<file path="src/rtl/hex_scan_controller.sv">
// Multiplexed seven-segment scan controller with a double-buffered display value.
// New values are committed only at frame boundaries, so no frame mixes old and new data.
module hex_scan_controller #(
  parameter int NUM_DIGITS  = 4,
  parameter int REFRESH_DIV = 50000
) (
  input  logic                    clk_i,
  input  logic                    rst_i,
  input  logic                    en_i,
  input  logic                    load_i,
  input  logic [4*NUM_DIGITS-1:0] data_in_i,
  input  logic                    blank_lz_i,
  output logic                    ready_o,
  output logic [NUM_DIGITS-1:0]   digit_sel_o,
  output logic [6:0]              hex_o,
  output logic                    frame_done_o
);

  localparam int IDX_W = (NUM_DIGITS > 1) ? $clog2(NUM_DIGITS) : 1;
  localparam int DIV_W = (REFRESH_DIV > 1) ? $clog2(REFRESH_DIV) : 1;
  localparam logic [DIV_W-1:0] DIV_LAST = DIV_W'(REFRESH_DIV - 1);
  localparam logic [IDX_W-1:0] IDX_LAST = IDX_W'(NUM_DIGITS - 1);

  typedef enum logic {OFF, SCAN} state_t;

  state_t                  state_q, state_d;
  logic [DIV_W-1:0]        div_q, div_d;
  logic [IDX_W-1:0]        idx_q, idx_d;
  logic [4*NUM_DIGITS-1:0] disp_q, disp_d;
  logic [4*NUM_DIGITS-1:0] shadow_q, shadow_d;
  logic                    pending_q, pending_d;
  logic                    pend_off_q, pend_off_d;
  logic                    frame_q, frame_d;
  logic                    wrap;
  logic                    accept;

  always_ff @(posedge clk_i or posedge rst_i) begin
    if (rst_i) begin
      state_q    <= OFF;
      div_q      <= '0;
      idx_q      <= '0;
      disp_q     <= '0;
      shadow_q   <= '0;
      pending_q  <= 1'b0;
      pend_off_q <= 1'b0;
      frame_q    <= 1'b0;
    end else begin
      state_q    <= state_d;
      div_q      <= div_d;
      idx_q      <= idx_d;
      disp_q     <= disp_d;
      shadow_q   <= shadow_d;
      pending_q  <= pending_d;
      pend_off_q <= pend_off_d;
      frame_q    <= frame_d;
    end
  end

  always_comb begin
    state_d    = state_q;
    div_d      = div_q;
    idx_d      = idx_q;
    disp_d     = disp_q;
    shadow_d   = shadow_q;
    pending_d  = pending_q;
    pend_off_d = pend_off_q;
    wrap       = 1'b0;
    accept     = load_i && !pending_q;

    case (state_q)
      OFF: begin
        div_d = '0;
        idx_d = '0;
        if (en_i) state_d = SCAN;
      end
      default: begin
        if (!en_i) begin
          state_d = OFF;
          div_d   = '0;
          idx_d   = '0;
        end else if (div_q == DIV_LAST) begin
          div_d = '0;
          if (idx_q == IDX_LAST) begin
            idx_d = '0;
            wrap  = 1'b1;
          end else begin
            idx_d = idx_q + 1'b1;
          end
        end else begin
          div_d = div_q + 1'b1;
        end
      end
    endcase

    frame_d = wrap;

    // A value accepted while the display was off is committed on the very next edge,
    // even if scanning started on the acceptance edge.
    if (pending_q && (state_q == OFF || pend_off_q || wrap)) begin
      disp_d     = shadow_q;
      pending_d  = 1'b0;
      pend_off_d = 1'b0;
    end

    if (accept) begin
      shadow_d   = data_in_i;
      pending_d  = 1'b1;
      pend_off_d = (state_q == OFF);
    end
  end

  // lz[i]: nibbles i..NUM_DIGITS-1 of the display value are all zero.
  logic [NUM_DIGITS-1:0] lz;

  genvar gi;
  generate
    for (gi = 0; gi < NUM_DIGITS; gi++) begin : g_digit
      if (gi == NUM_DIGITS - 1) begin : g_top
        assign lz[gi] = (disp_q[4*gi +: 4] == 4'h0);
      end else begin : g_lower
        assign lz[gi] = (disp_q[4*gi +: 4] == 4'h0) && lz[gi+1];
      end
      assign digit_sel_o[gi] = !((state_q == SCAN) && (idx_q == IDX_W'(gi)));
    end
  endgenerate

  function automatic logic [6:0] seg_of(input logic [3:0] nib);
    case (nib)
      4'h0: seg_of = 7'b1000000;
      4'h1: seg_of = 7'b1111001;
      4'h2: seg_of = 7'b0100100;
      4'h3: seg_of = 7'b0110000;
      4'h4: seg_of = 7'b0011001;
      4'h5: seg_of = 7'b0010010;
      4'h6: seg_of = 7'b0000010;
      4'h7: seg_of = 7'b1111000;
      4'h8: seg_of = 7'b0000000;
      4'h9: seg_of = 7'b0010000;
      4'hA: seg_of = 7'b0001000;
      4'hB: seg_of = 7'b0000011;
      4'hC: seg_of = 7'b1000110;
      4'hD: seg_of = 7'b0100001;
      4'hE: seg_of = 7'b0000110;
      default: seg_of = 7'b0001110;
    endcase
  endfunction

  logic [3:0] cur_nib;
  logic       cur_blank;

  always_comb begin
    cur_nib   = disp_q[4*int'(idx_q) +: 4];
    cur_blank = blank_lz_i && (idx_q != '0) && lz[idx_q];
    if (state_q != SCAN || cur_blank) hex_o = 7'b1111111;
    else                              hex_o = seg_of(cur_nib);
  end

  assign ready_o      = !pending_q;
  assign frame_done_o = frame_q;

endmodule

</file>
<file path="config.mk">
export PLATFORM = sky130hd
export DESIGN_NAME = hex_scan_controller
export DESIGN_NICKNAME = d
export VERILOG_FILES = /design/src/rtl/hex_scan_controller.sv
export SDC_FILE = /design/constraint.sdc
export NUM_CORES = 1
export LEC_CHECK = 0
export ABC_CLOCK_PERIOD_IN_PS = 3200
export CAP_MARGIN = 0
export CELL_PAD_IN_SITES_DETAIL_PLACEMENT = 1
export CELL_PAD_IN_SITES_GLOBAL_PLACEMENT = 1
export CORE_UTILIZATION = 40
export CTS_CLUSTER_SIZE = 30
export DETAILED_ROUTE_END_ITERATION = 8
export PLACE_DENSITY_LB_ADDON = 0.15
export SYNTH_ARGS = -nofsm -noshare
export SYNTH_HDL_FRONTEND = slang
export SYNTH_SLANG_ARGS = --single-unit
export TNS_END_PERCENT = 20
</file>
<file path="constraint.sdc">
create_clock -name clk_i -period 3.2 [get_ports clk_i]
set_clock_uncertainty 0.1 [all_clocks]
set_input_delay 0.64 -clock clk_i [delete_from_list [all_inputs] [get_ports clk_i]]
set_output_delay 0.64 -clock clk_i [all_outputs]
set_load 0.01 [all_outputs]
</file>
# == After elaboration in Yosys (flattened, before gate mapping) ==
# Memories as Yosys holds them, arrays and structs flattened.
# Cells that the tools add are included.
# op_classes
bitwise_logic,1
n_mux,18
n_reduce_logical,26
shift,1
n_eq_ne,5
magnitude_cmp,1
add_sub_neg,2
# op_table
op,n
two-way mux 16 bit,3
"adder 16 x 1 -> 16 bit, second input constant",1
"equality test 16 bit, second input constant",1
zero test 4 bit,4
variable part select 16 x 5 -> 4 bit,1
logical AND 1 bit,11
two-way mux 1 bit,9
two-way mux 2 bit,4
two-way mux 7 bit,1
zero test 1 bit,5
"equality test 2 bit, second input constant",2
nonzero test 2 bit,2
logical OR 1 bit,3
"< comparator 2 x 3 -> 1 bit, second input constant",1
"inequality test 3 x 2 -> 1 bit, second input constant",1
"adder 2 x 1 -> 2 bit, second input constant",1
binary-select mux 1 bit (select 2 bit),1
"equality test 2 x 1 -> 1 bit, second input constant",1
zero test 2 bit,1
inverter 1 bit,1
# totals
n_memories,1
word_cells,63
ff_bits,54
romBits,112
in_bits,21
# mem_list
name,depth,width,read_ports,rd_clocked_by_memory_dff,write_ports,line_no,rtl
(no name shown),16,7,1,0,0,128,case (nib)

# == Depth between registers and ports, before layout ==
# logic_depth
depth_word,9
mapped_depth,9
depth_no_buf,7

# == Worst setup path after synthesis ==
# OpenSTA, ideal clock, no wires.
# synth_timing
path_type,reg2out
startpoint,register idx_q[0]
endpoint,output port hex_o[0]
stages_incl_launch_ff,8
t_arrival_ns,2.215
n_path_buf,1
path_slack_ns,0.245
cell_sequence,dfrtp_1 buf_2 mux4_2 inv_1 ha_1 a21oi_1 a221o_1 o21ai_1
# synth_between
elab_chain_cells,5
word_cells_on_any_way,9
classes_between,1 x shift; 3 x mux; 4 x reduce/logical; 1 x memory
# synth_rtl
item,line_no,rtl
"start, declared",28,"logic [IDX_W-1:0] idx_q, idx_d;"
"start signal, assigned",50,idx_q <= idx_d;
branches (longest 4 deep; another with memory read (16 x 7 bit)),n/a,
two-way mux 7 bit (*),154,if (state_q != SCAN || cur_blank) hex_o = 7'b1111111;
"end, declared",15,"output logic [6:0] hex_o,"
# Every way passes the cells marked *. The select of a mux whose other input is x is not followed.

# == Final worst setup path ==
# Same ends and word-level chain as after synthesis.

==> results.toml <==
[run_status]
status = "finished clean"

[logic_synthesis]
synthArstFlopShare_pct = 100.0
yosys_warnings = 0
synth-compound-area-share_pct = 12.02
synth_area_leaders = "dfrtp_1 (44%), o211ai_1 (8.5%), mux2_2 (6.6%)"
syn-num-nets = 340
synth_simple_gate_area_share_pct = 19.50
syn_area_per_cell_um2 = 10.00
synth.area.mux_share_pct = 11.78
synth_commonest_cells = "dfrtp_1 (54), nand2_1 (47), o211ai_1 (35)"
synthAdderAreaFrac_pct = 4.468
synthDominantCellAreaShare_pct = 43.87
yosysSeqAreaShare_pct = 43.87
ys_seq_elements = 54
synth_top_cell_by_area = "dfrtp_1"
synth_edf_count = 0
synth_xor_area_share_pct = 4.265
ys.flop_type = "dfrtp_1"
yosysMostFrequentCell = "dfrtp_1"
synth_top_family_by_area = "simple AND/OR/NAND/NOR gates"
yosysUniqueCellTypes = 45
syn_area_um2 = 3080
synthCells = 308

[cells_and_area]
diodes = 0
nets = 379
multi_input_area_um2 = 1605
seq_area_um2 = 1353
drive_gt1_share_pct = 14.94
nFillCells = 822
areaGrowthSynthToFinish_pct = 19.21
fin_util_pct = 50.09

[critical_path]
end_kind = "primary output"
critPathKind = "reg2out"
r2r_slack_ns = 0.79
r2r_cells = 6
cp_max_fo = 4
r2r-start = "div_q[0]$_DFF_PP0_"
cp_data_arrival_time_ns = 2.38
crit_required_ns = 2.46
startpoint = "idx_q[0]$_DFFE_PP0P_"
cp-start-kind = "register"

[clock_network]
root_buffer = "clkbuf_8"
path_clk_slew_ns = 0.09
cts_inserted_buffers = 5
cts_sinks = 54
cts_tree = "built"
htree_levels = 2
ctsHoldBuffers = 0
cts_max_path_buffers = 2
insertion_delay_ns = 0.30

[grt]
grt_max_degree = 55
grt_pass1_vias = 2468
antenna_found_initial = 0
grtUsageTotal_pct = 18.58
grt_pass1_wl_um = 12390
overflow = 0

[die]
io_pins = 34
die_w_um = 89.76
start_util_pct = 42.02
coreArea_um2 = 7331
row_count = 31
dieArea_um2 = 8056
die_h_um = 89.76

[sta]
hold_ws_ns = 0.3955
rsz0062_at_grt = "yes"
setup_viol = 0
max_clock_freq_ghz = 0.3209
layout_min_cycle_time_ns = 3.116
max-slew-margin-rel_pct = 54.44
fin_ws_ns = 0.08374
drv_slew = 0
worst_slew_pin_slew_ns = 0.6834
finalHoldViolations = 0
period_share_pct = 97.38

[power_and_ir_drop]
leakage_uw = 0.001484
p_per_area_nw_per_um2 = 614.3
ir_worst_vdd_mv = 0.3022
fin_total_pwr_uw = 2256

[routing]
avgRoutedWirePerCell_um = 15.72
vias = 2445
firstDrtPassIters = 4
vias_per_cell = 5.470
dr.first_iter.drc_count = 92
ant_nets = 0
wirelength_um = 7027
drcViolationCount = 0

[place]
hpwl_um = 5153
preCtsSetupSlack_ns = 0.03706
gp_congestion = 0.8115
port_buffers = 33

[worst_hold_path]
worstHoldStart = "div_q[0]$_DFF_PP0_"
hold_depth = 1
hold_class = "reg2reg"

[flow_run]
drv_cap = 0
[state kept, by name (all words and copies together) (netlist names)]
register and cells:
shadow_q 16, pend_off_q 1, disp_q 16, div_q 16, idx_q 2, state_q 1, pending_q 1, frame_done_o 1
[layout make-up]
class,instances,share of cell area [%]
multi-input cells,226,43.71
flip-flops and latches,54,36.83
repair buffers,51,12.67
well taps,99,3.373
clock buffers,7,2.351
inverters,9,0.9199
clock inverters,1,0.1363
[timing repair]
item,CTS,global route
setup buffers,0,2
pin swaps,1,1
endpoints found under the setup margin,7,5
hold endpoints to repair,0,0
resized for setup,7,4
[metal layers]
metal  wire, um  GRT usage, %  part of all wire (%)
met5          0             0                     0
met4         65         4.098                  0.93
met3        209         2.538                   3.0
met2       3140         29.17                    45
met1       3611         27.26                    51
[worst paths after layout]
path                                        end
max                                    hex_o[0]
min                          div_q[0]$_DFF_PP0_
max reg2reg                 div_q[12]$_DFF_PP0_
min reg2reg                  div_q[0]$_DFF_PP0_
max in group asynchronous  idx_q[0]$_DFFE_PP0P_
min in group asynchronous   div_q[10]$_DFF_PP0_
[cells in the final DEF, fill, tap and decap left out, types with 2 or more instances in the layout]
cell type / instances
dfrtp_1: 53
nand2_1: 47
o211ai_1: 35
clkdlybuf4s50_1: 26
nor2_1: 25
mux2_2: 18
buf_4: 17
nand3_1: 15
ha_1: 10
xnor2_1: 8
inv_1: 7
xor2_1: 7
mux2i_1: 7
nor4_1: 6
clkbuf_8: 6
dlygate4sd2_1: 5
nand4_1: 4
mux4_2: 4
a21oi_1: 4
and4_1: 3
nor3_1: 3
nand3b_1: 3
nand4b_1: 2
o21bai_1: 2
nand2b_1: 2
[per-stage QoR]
stage / area (um2) / std cells / setup TNS (ns)
5_1_grt: 3672 / 447 / -0.04128
4_1_cts: 3649 / 445 / -0.08999
3_3_place_gp: 3562 / 437 / 0
3_5_place_dp: 3562 / 437 / 0
6_report: 3672 / 447 / 0
2_1_floorplan: 3080 / 308 / 0
[critical path, stage by stage (launching register included)]
cell and delay, ns:
dfrtp_2 0.41, mux4_2 0.52, inv_1 0.12, ha_2 0.23, a21oi_1 0.05, a221o_1 0.34
o21ai_1 0.12, dlygate4sd2_1 0.27
[power breakdown]
group          switching, uW  leakage (uW)  internal [uW]  total (uW)
Clock                    210     0.0000482            175         385
Sequential               193      0.000672            835        1030
Combinational            401      0.000764            441         842
[cell families after synthesis]
family                     Yosys count
adders and majority gates           11
xor gates and xnor gates            15
buffers and inverters               28
DFF                                 54
muxes                               29
and+or+nand+nor                    121
AOI/OAI and AO/OA                   50
No activity file was read; power rests on OpenSTA's default activity.
